**config.mk**
```make
export PLATFORM = sky130hd
export DESIGN_NAME = hazard_stall_unit
export DESIGN_NICKNAME = d
export VERILOG_FILES = /design/src/rtl/hazard_stall_unit.sv
export SDC_FILE = /design/constraint.sdc
export NUM_CORES = 1
export LEC_CHECK = 0
export ABC_AREA = 1
export ABC_CLOCK_PERIOD_IN_PS = 900
export CAP_MARGIN = 20
export CORE_ASPECT_RATIO = 0.75
export CORE_MARGIN = 5
export CORE_UTILIZATION = 28
export CTS_CLUSTER_DIAMETER = 200
export DETAILED_ROUTE_END_ITERATION = 10
export PLACE_DENSITY = 0.83
export SLEW_MARGIN = 10
export SYNTH_ARGS = -nofsm -noshare
export SYNTH_HDL_FRONTEND = slang
export SYNTH_SLANG_ARGS = --single-unit
```
**constraint.sdc**
```tcl
create_clock -name clk_i -period 0.9 [get_ports clk_i]
set_input_delay 0.09 -clock clk_i [delete_from_list [all_inputs] [get_ports clk_i]]
set_output_delay 0.09 -clock clk_i [all_outputs]
set_load 0.01 [all_outputs]
```
**src/rtl/hazard_stall_unit.sv**
```systemverilog
// ID-stage hazard detection with a multi-cycle stall FSM, bubble/enable/flush control.
// Optional saturating stall/flush statistics counters are enabled by defining HAZARD_STATS_EN.
module hazard_stall_unit #(
    parameter int unsigned LOAD_USE_STALL    = 1,
    parameter int unsigned LOAD_BRANCH_STALL = 2,
    parameter int unsigned ALU_BRANCH_STALL  = 1,
    parameter int unsigned CNT_W             = 16
) (
    input  logic             clk_i,
    input  logic             rst_i,
    input  logic             IDEX_MemRead_i,
    input  logic             IDEX_RegWrite_i,
    input  logic [4:0]       IDEX_WrReg_i,
    input  logic [4:0]       IFID_Rs_i,
    input  logic [4:0]       IFID_Rt_i,
    input  logic             IFID_UsesRt_i,
    input  logic             IFID_Branch_i,
    input  logic             BranchTaken_i,
    input  logic             Jump_i,
    output logic             Hazard_o,
    output logic             PCWrite_o,
    output logic             IFIDWrite_o,
    output logic             IFFlush_o,
    output logic [CNT_W-1:0] StallCnt_o,
    output logic [CNT_W-1:0] FlushCnt_o
);

    typedef enum logic {RUN, STALL} state_t;

    // Remaining bubbles after the first one, loaded into the down-counter.
    localparam logic [1:0] LU_REM = 2'(LOAD_USE_STALL - 1);
    localparam logic [1:0] LB_REM = 2'(LOAD_BRANCH_STALL - 1);
    localparam logic [1:0] AB_REM = 2'(ALU_BRANCH_STALL - 1);

    state_t     state, state_nxt;
    logic [1:0] rem, rem_nxt;
    logic [1:0] hz_rem;
    logic       match, hz_lb, hz_lu, hz_ab, any_hz;
    logic       stalled;

    // $zero never carries a dependency, so a zero destination cannot match.
    assign match = (IDEX_WrReg_i != 5'd0) &&
                   ((IDEX_WrReg_i == IFID_Rs_i) ||
                    (IFID_UsesRt_i && (IDEX_WrReg_i == IFID_Rt_i)));

    assign hz_lb  = IDEX_MemRead_i && match && IFID_Branch_i;
    assign hz_lu  = IDEX_MemRead_i && match && !IFID_Branch_i;
    assign hz_ab  = IDEX_RegWrite_i && !IDEX_MemRead_i && match && IFID_Branch_i;
    assign any_hz = hz_lb || hz_lu || hz_ab;

    // NOTE: every combinational output gets a default first so no latch is inferred.
    always_comb begin
        hz_rem = 2'd0;
        if (hz_lb)      hz_rem = LB_REM;
        else if (hz_lu) hz_rem = LU_REM;
        else if (hz_ab) hz_rem = AB_REM;
    end

    always_comb begin
        state_nxt = state;
        rem_nxt   = rem;
        case (state)
            RUN: begin
                if (any_hz) begin
                    rem_nxt   = hz_rem;
                    state_nxt = (hz_rem != 2'd0) ? STALL : RUN;
                end
            end
            STALL: begin
                rem_nxt = rem - 2'd1;
                if (rem <= 2'd1) state_nxt = RUN;
            end
            default: begin
                state_nxt = RUN;
                rem_nxt   = 2'd0;
            end
        endcase
    end

    // NOTE: sequential state uses non-blocking assignments so all registers update together.
    always_ff @(posedge clk_i or negedge rst_i) begin
        if (!rst_i) begin
            state <= RUN;
            rem   <= 2'd0;
        end else begin
            state <= state_nxt;
            rem   <= rem_nxt;
        end
    end

    // Outputs are gated by reset so an asserted reset aborts a stall in the same cycle.
    assign stalled     = rst_i && ((state == STALL) || any_hz);
    assign Hazard_o    = stalled;
    assign PCWrite_o   = !stalled;
    assign IFIDWrite_o = !stalled;
    assign IFFlush_o   = rst_i && (BranchTaken_i || Jump_i) && !stalled;

`ifdef HAZARD_STATS_EN
    logic [CNT_W-1:0] stall_cnt, flush_cnt;

    always_ff @(posedge clk_i or negedge rst_i) begin
        if (!rst_i) begin
            stall_cnt <= '0;
            flush_cnt <= '0;
        end else begin
            if (Hazard_o && (stall_cnt != '1))   stall_cnt <= stall_cnt + CNT_W'(1);
            if (IFFlush_o && (flush_cnt != '1))  flush_cnt <= flush_cnt + CNT_W'(1);
        end
    end

    assign StallCnt_o = stall_cnt;
    assign FlushCnt_o = flush_cnt;
`else
    assign StallCnt_o = '0;
    assign FlushCnt_o = '0;
`endif

endmodule

```
Word-level counts from Yosys, hierarchy flattened

Index checks and enable logic that the tools add are counted.

Input bits: 23
Output and inout bits: 36
Register bits: 3
Logic and storage cells: 36

Eq/ne operators: 3
Mux-type cells: 7
Add/sub/neg operators: 1
Bitwise logic cells: 1
Reduce and logical (&&, ||, !) cells: 21
Order comparisons: 1

Operators by type and width:

| operator              | count |
|---|---|
| $logic_and A1 B1 Y1   | 11 |
| $eq A5 B5 Y1          | 2 |
| $logic_or A1 B1 Y1    | 5 |
| $reduce_bool A5 Y1    | 1 |
| $mux W1               | 4 |
| $pmux W2 S2           | 1 |
| $logic_not A1 Y1      | 3 |
| $le A2 B1 Y1 const B  | 1 |
| $mux W2               | 1 |
| $ne A2 B2 Y1 const B  | 1 |
| $pmux W1 S2           | 1 |
| $reduce_bool A2 Y1    | 1 |
| $sub A2 B1 Y2 const B | 1 |
| $not A1 Y1            | 1 |

Logic depth before layout (Yosys ltp)

Gate-level depths: netlist of the first run.

Word-level depth: 12
Depth in mapped cells: 10
Gate-level depth less buffers: 10

Worst setup path before layout of the first run

Ideal clock, no wire load.

Path kind: input-to-output
From: input port IDEX_WrReg_i[4]
To: output port PCWrite_o
Data required time: 0.810 ns
Stages: 10
Slack: -0.030 ns
Buffers on the path: 1
Data arrival time: 0.840 ns
Cell sequence: inv_1 nand2_1 nand2_1 nor2_1 nand3_1 nand2_2 nand3_2 nand2_2 nand2_2 buf_4

Word-level cells in the longest chain between the ends: 11
Elaborated cells between the ends (all ways): 16
Those cells by class: eq/ne: 2; reduce/logical: 14

RTL lines:

| what                                          | RTL line | text |
|---|---|---|
| from (decl)                                   | 13       | `input logic [4:0] IDEX_WrReg_i,` |
| $eq A5 B5 Y1                                  | 44       | `(IFID_UsesRt_i && (IDEX_WrReg_i == IFID_Rt_i)));` |
| $logic_and A1 B1 Y1                           | 44       |  |
| $logic_or A1 B1 Y1                            | 43       | `((IDEX_WrReg_i == IFID_Rs_i) \|\|` |
| $logic_and A1 B1 Y1 *                         | 42       | `assign match = (IDEX_WrReg_i != 5'd0) &&` |
| $logic_and A1 B1 Y1                           | 46, 47   |  |
| $logic_and A1 B1 Y1, on equally long branches | 46, 47   |  |
| $logic_or A1 B1 Y1                            | 49       | `assign any_hz = hz_lb \|\| hz_lu \|\| hz_ab;` |
| $logic_or A1 B1 Y1 *                          | 49       |  |
| $logic_or A1 B1 Y1 *                          | 92       | `assign stalled = rst_i && ((state == STALL) \|\| any_hz);` |
| $logic_and A1 B1 Y1 *                         | 92       |  |
| $logic_not A1 Y1 *                            | --       |  |
| to (decl)                                     | 21       | `output logic PCWrite_o,` |

Every way passes the cells marked *; elsewhere a longest branch is shown, timed or not.

Worst setup path in the final report of the first run

From: input port IDEX_WrReg_i[0]
To: output port Hazard_o

Word-level cells in the longest chain between the ends: 10
Elaborated cells between the ends (all ways): 15
Those cells by class: eq/ne: 2; reduce/logical: 13

RTL lines:

| what                                          | RTL line | text |
|---|---|---|
| $eq A5 B5 Y1                                  | 44       |  |
| $logic_and A1 B1 Y1                           | 44       |  |
| $logic_or A1 B1 Y1                            | 43       |  |
| $logic_and A1 B1 Y1 *                         | 42       |  |
| $logic_and A1 B1 Y1                           | 46, 47   |  |
| $logic_and A1 B1 Y1, on equally long branches | 46, 47   |  |
| $logic_or A1 B1 Y1                            | 49       |  |
| $logic_or A1 B1 Y1 *                          | 49       |  |
| $logic_or A1 B1 Y1 *                          | 92       |  |
| $logic_and A1 B1 Y1 *                         | 92       |  |
| to (decl)                                     | 20       | `output logic Hazard_o,` |

Marks and branches as above.

==> results of run 1 <==
state kept, by name, summed over array words and instances, names as in the netlist:
name / flops
state: 1
rem: 2
kinds of logic (layout without fill, tap and decap cells):
group	Yosys count	count (layout)	share of synthesized area [%]
and+or+nand+nor	52	52	34.2
buffers and inverters	52	62	48.7
DFF	3	3	11.5
AOI/OAI and AO/OA	2	2	1.91
adders and majority gates	1	1	1.91
other	1	32	0.572
xor gates and xnor gates	1	1	1.34
final timing paths:
check / startpoint / endpoint / depth (start not counted)
min in group clk_i: IDEX_MemRead_i / state / 5
hold / removal: rst_i / rem[0] / 2
setup reg to reg: state / rem[0] / 6
hold reg to reg: rem[1] / rem[1] / 2
setup / recovery: IDEX_WrReg_i[0] / Hazard_o / 12
max in group asynchronous: rst_i / rem[1] / 2
repair_timing:
item	in CTS	in global routing
endpoints found under the setup margin	7	7
setup buffers	3	1
gates resized for setup	105	23
pin swaps	28	19
final cells by class:
class,count,area [um^2]
Sequential cell,3,75.1
Clock buffer,4,26.3
Fill cell,240,1250
Inverter,19,76.3
Timing Repair Buffer,39,350
Tap cell,34,42.5
Multi-Input combinational cell,88,453
worst reg2reg max path, delay by kind of cell (launching register included):
family                 cells  cell delay, ps
and+or+nand+nor            3             390
buffers and inverters      3             260
DFF                        1             360
layout by cell type (no fill, tap or decap):
master,n
inv_4,2
nor2_4,1
clkbuf_1,1
nand3_1,4
buf_4,14
dlygate4sd2_1,3
nand2_4,2
nand4_1,1
or2_2,1
inv_1,8
buf_2,5
buf_6,11
inv_2,9
clkbuf_4,3
buf_8,2
dfrtp_1,3
conb_1,32
o21ai_0,1
nor2_2,3
ha_4,1
o31ai_2,1
nand3_2,3
clkdlybuf4s15_1,1
nand2_1,20
clkdlybuf4s50_1,3
xnor2_1,1
nor2_1,6
nand2_2,11
per-layer routing:
metal,share of wire (%),vias to the layer above,global-route usage [%]
met3,8.6,0,2.59
li1,-,348,-
met4,0,0,5.17
met5,0,-,0
met1,34,294,9.48
met2,57,22,16.0
power groups by stage:
stage | Combinational [mW] | Sequential (mW) | Clock, mW
finish | 0.543 | 0.221 | 0.230
detailed placement | 0.401 | 0.203 | 0
global placement | 0.390 | 0.204 | 0
CTS | 0.436 | 0.201 | 0.248
floorplan | 0.322 | 0.198 | 0
global route | 0.597 | 0.224 | 0.264
metrics by stage:
| stage | worst slack [ps] | util [%] | TNS, ps | power [mW] |
|---|---|---|---|---|
| after floorplan | 2.78 | - | 0 | 0.520 |
| after global placement | -1040 | 39.6 | -5420 | 0.594 |
| after detailed placement | -1110 | 39.6 | -5820 | 0.604 |
| after CTS | -204 | 41.3 | -1070 | 0.885 |
| after global routing | -291 | 45.1 | -1530 | 1.09 |
| final | -196 | 45.1 | -1000 | 0.995 |
==> reports/metrics.csv, run 1 <==
metric;value;unit
antenna_found_initial;0;
violations;setup timing;
holdWs;182;ps
ys_seq_area_share;11.5;%
async_flop_share;100;%
synth-edff-count;0;
p_per_area;972;nW/um^2
cts-root-buf;clkbuf_4;
io-pin-count;59;
placedInstanceArea;900;um^2
post-route-drc-count;0;
gr-total-overflow;0;
yosys_warnings;0;
gp_congestion;0.685;
setup_ws;-196;ps
setup_violations;6;
critPathKind;input port to output port;
switching_share;37.8;%
leakage;0.612;nW
synth_cells;112;
synth_common_cells;buf_4, nand2_1, inv_1, nor2_1, nand3_1;
cts_buffer_depth;2;
grt_pass1_vias;553;
clkSinkCount;3;
holdBufCountCts;0;
p_sw;0.376;mW
clkPwrFrac;23.1;%
ir_worst_vdd;0.476;mV
synth_seq_cells;3;
period_minus_slack;1100;ps
final_max_slew_viol_count;0;
worstPathArrival;1010;ps
die_w;65.9;um
ant_nets;0;
crit_required;810;ps
first_pass_iters;2;
yosysMostFrequentCell;buf_4;
row_count;15;
end_kind;output port;
area_growth;56.1;%
cp_slowest_cell;nor2_1;
wl;1710;um
grt_max_degree;6;
path_cells;buf_6 -> inv_2 -> nand2_1 -> nand2_1 -> nor2_1 -> nand3_1 -> nand2_2 -> nand3_2 -> nand2_4 -> nand2_4 -> inv_2 -> buf_6;
dpl.cell_count;179;
power.share.sequential;22.2;%
ys_types;16;
rsz0062_at_grt;true;
finalHoldViolations;0;
die_h;51.9;um
drt_iter0_markers;7;
fin_nets;178;
start_util;28.9;%
fin_skew;1.01;ps
vias;664;
critPathBufInv;4;
grt_usage;8.99;%
cp_top_family;simple AND/OR/NAND/NOR gates;
synth_area_leaders;buf_4, nand2_1, dfrtp_1, inv_1, nor2_1;
core_area;2270;um^2
insertion_delay;230;ps
start_kind;input port;
cts_max_level;1;
syn_avg_cell_area;5.85;um^2
hpwl;1390;um
finalInstanceArea;1020;um^2
yosys.area.top_type;buf_4;
period_share;122;%
clk_pin_slew;40;ps
antennaDiodeCount;0;
cts_tree;done;
drive_above_1_share;45.1;%
syn_area;656;um^2
io_buffer_count;26;
cts_buffers;3;
fmax;912;MHz
crit_path_max_fanout;4;
die_area;3420;um^2
fin_cells;187;
hold_path.class;input port to async pin;
synth_top_cell_area_share;37.8;%
synth_ff_type;dfrtp_1;
p_int;0.619;mW
outcome;finished with violations;
p_comb_share;54.6;%
grt_pass1_wl;2290;um
cap_violations;0;
r2r_slack;-180;ps
routed_via_density;3.55;
wire_per_inst;9.16;um
cp_slowest_stage_delay;110;ps
(Power assumes the default switching activity.)
==> run 2, diff against run 1 <==
- ABC_AREA: 1 -> not set
- CORE_UTILIZATION: 28 -> 26
- PLACE_DENSITY: 0.83 -> 0.82
==> run 2 against run 1 <==
Compared with the run above:
- the flow still finishes with violations (setup timing)
- non-clock buffer count rose by 3
- combinational power fell by 5.5%
- power fell by 3.5%
- worst setup slack got worse by 320 ps
- clock power rose by 3%
- critical path depth fell by 3
- die area fell by 3.7%
- final area fell by 9.8%
- critical path type unchanged
==> reports/metrics.csv, run 2 <==
metric;value;unit
syn_area;582;um^2
outcome;finished with violations;
row_count;14;
wire_per_inst;11.7;um
ys_seq_area_share;12.9;%
cap_violations;0;
synth_seq_cells;3;
fin_skew;2.49;ps
async_flop_share;100;%
rsz0062_at_grt;true;
cts_tree;done;
p_total;0.960;mW
grt_pass1_vias;564;
die_h;51.0;um
yosys_warnings;0;
ant_nets;0;
grt_pass1_wl;2380;um
synth_ff_type;dfrtp_1;
clkSinkCount;3;
routed_via_density;3.80;
io-pin-count;59;
die_area;3290;um^2
fin_nets;141;
tns;-2970;ps
path_cells;buf_6 -> xor2_1 -> nor4_2 -> a32oi_2 -> nor2_4 -> buf_6 -> buf_6 -> nor3_2 -> buf_2;
start_kind;input port;
cts_max_level;1;
cp_slowest_cell;nor4_2;
ys_types;21;
drive_above_1_share;44.8;%
crit_top_cell;buf_6;
worstPathArrival;1330;ps
yosys.area.top_type;buf_4;
leakage;0.481;nW
ir_worst_vdd;0.219;mV
wl;1630;um
clk_pin_slew;40;ps
antenna_found_initial;0;
yosysMostFrequentCell;buf_4;
first_pass_iters;2;
setup_violations;7;
start_util;28.1;%
final_common_cell;conb_1;
cp_slowest_stage_delay;300;ps
cts_buffers;3;
io_buffer_count;26;
synth_cells;73;
period_minus_slack;1420;ps
antennaDiodeCount;0;
core_area;2070;um^2
die_w;64.6;um
largest_reg_flops;2;
reg_top3;rem: 2 flops, state: 1 flops;
synth-edff-count;0;
hpwl;1220;um
setup_ws;-517;ps
timing.rr.start;state;
violations;setup timing;
p_per_area;1040;nW/um^2
cts_buffer_depth;2;
worstSetupStartpoint;IFID_Rt_i[3];
largest-register;rem;
post-route-drc-count;0;
cts-root-buf;clkbuf_4;
rr_worst_depth;3;
synth_common_cells;buf_4, xor2_1, nand2_1;
final_max_slew_viol_count;0;
vias;532;
end_kind;output port;
period_share;157;%
synth_area_leaders;buf_4, xor2_1, dfrtp_1, nand4b_4, nor3_1;
crit_path_max_fanout;3;
synth_top_cell_area_share;42.6;%
most-common-layout-cells;conb_1, buf_2, buf_6, buf_4, xor2_1;
gr-total-overflow;0;
grt_max_degree;7;
syn_avg_cell_area;7.97;um^2
grt_usage;8.93;%
area_growth;58.7;%
insertion_delay;230;ps
hold_path.class;input port to async pin;
gp_congestion;0.795;
fmax;706;MHz
crit_required;810;ps
fillers;209;
drt_iter0_markers;4;
critPathKind;input port to output port;
finalHoldViolations;0;
holdBufCountCts;0;
==> run 2: cell count changes in the layout (fill, tap and decap cells not counted), sizes merged, moves of 2 or more <==
cell,change
nor3,+3
inv,-17
nor2,-7
nand2,-29
xor2,+9
nand3,-7
o21ai,+2
buf,+2
==> run 2: cell families (layout without fill, tap and decap cells) <==
logic type               Yosys count  after routing  synth area share (%)
AO/OA/AOI/OAI                      9              9                  10.1
other                              1             32                 0.645
AND/OR/NAND/NOR                   13             13                  13.5
flip-flops                         3              3                  12.9
adder cells (fa/ha/maj)            1              1                  2.15
buffers and inverters             36             48                  45.6
XOR/XNOR                          10             10                  15.1
==> run 2: per-stage QoR <==
stage	util, %	std cells	worst slack, ps	hold WS, ps	instance area [um^2]
after floorplan	-	104	-244	-206	699
after global placement	38.6	128	-1270	489	797
after detailed placement	38.6	128	-1340	507	797
after CTS	43.0	140	-522	263	890
after global routing	44.7	140	-603	286	923
final	44.7	140	-517	261	923
==> run 2: path summary, 6_finish.rpt <==
check                            endpoint  slack (ps)
max in group asynchronous          rem[1]         540
worst max-delay path            IFFlush_o        -520
min in group clk_i                 rem[0]         450
worst min register to register     rem[1]         570
worst min-delay path                state         260
worst max register to register     rem[0]        -100
==> run 2: power breakdown <==
group	total, mW	internal [mW]	switching, mW
combinational	0.513	0.260	0.254
clock	0.236	0.166	0.0702
sequential	0.210	0.180	0.0304
total	0.960	0.606	0.355
==> run 2: cell type report <==
class                      instances  area [um^2]  share of cell area [%]
inverter                           2         7.51                   0.813
clock buffer                       4         26.3                    2.85
tap                               24         30.0                    3.25
sequential                         3         75.1                    8.13
timing repair buffer              42          342                    37.0
multi-input combinational         65          443                    48.0
==> run 2: timing repair <==
item	in CTS	in global routing
hold endpoints to repair	0	0
buffers inserted	10	0
pin swaps	19	2
setup endpoints to repair	7	7
gates resized for setup	97	5
==> run 2: worst max-delay path: cells and delay by family <==
kind / cells / cell delay, ps
AOI/OAI and AO/OA: 1 / 180
buffers and inverters: 4 / 420
and+or+nand+nor: 3 / 470
xor gates and xnor gates: 1 / 150
==> run 2: routing by layer <==
metal	up-vias	track usage, %	share of wire, %
li1	256	-	-
met1	255	7.62	29
met2	19	20.0	63
met3	2	1.75	6.7
met4	0	3.16	0.86
met5	-	0	0
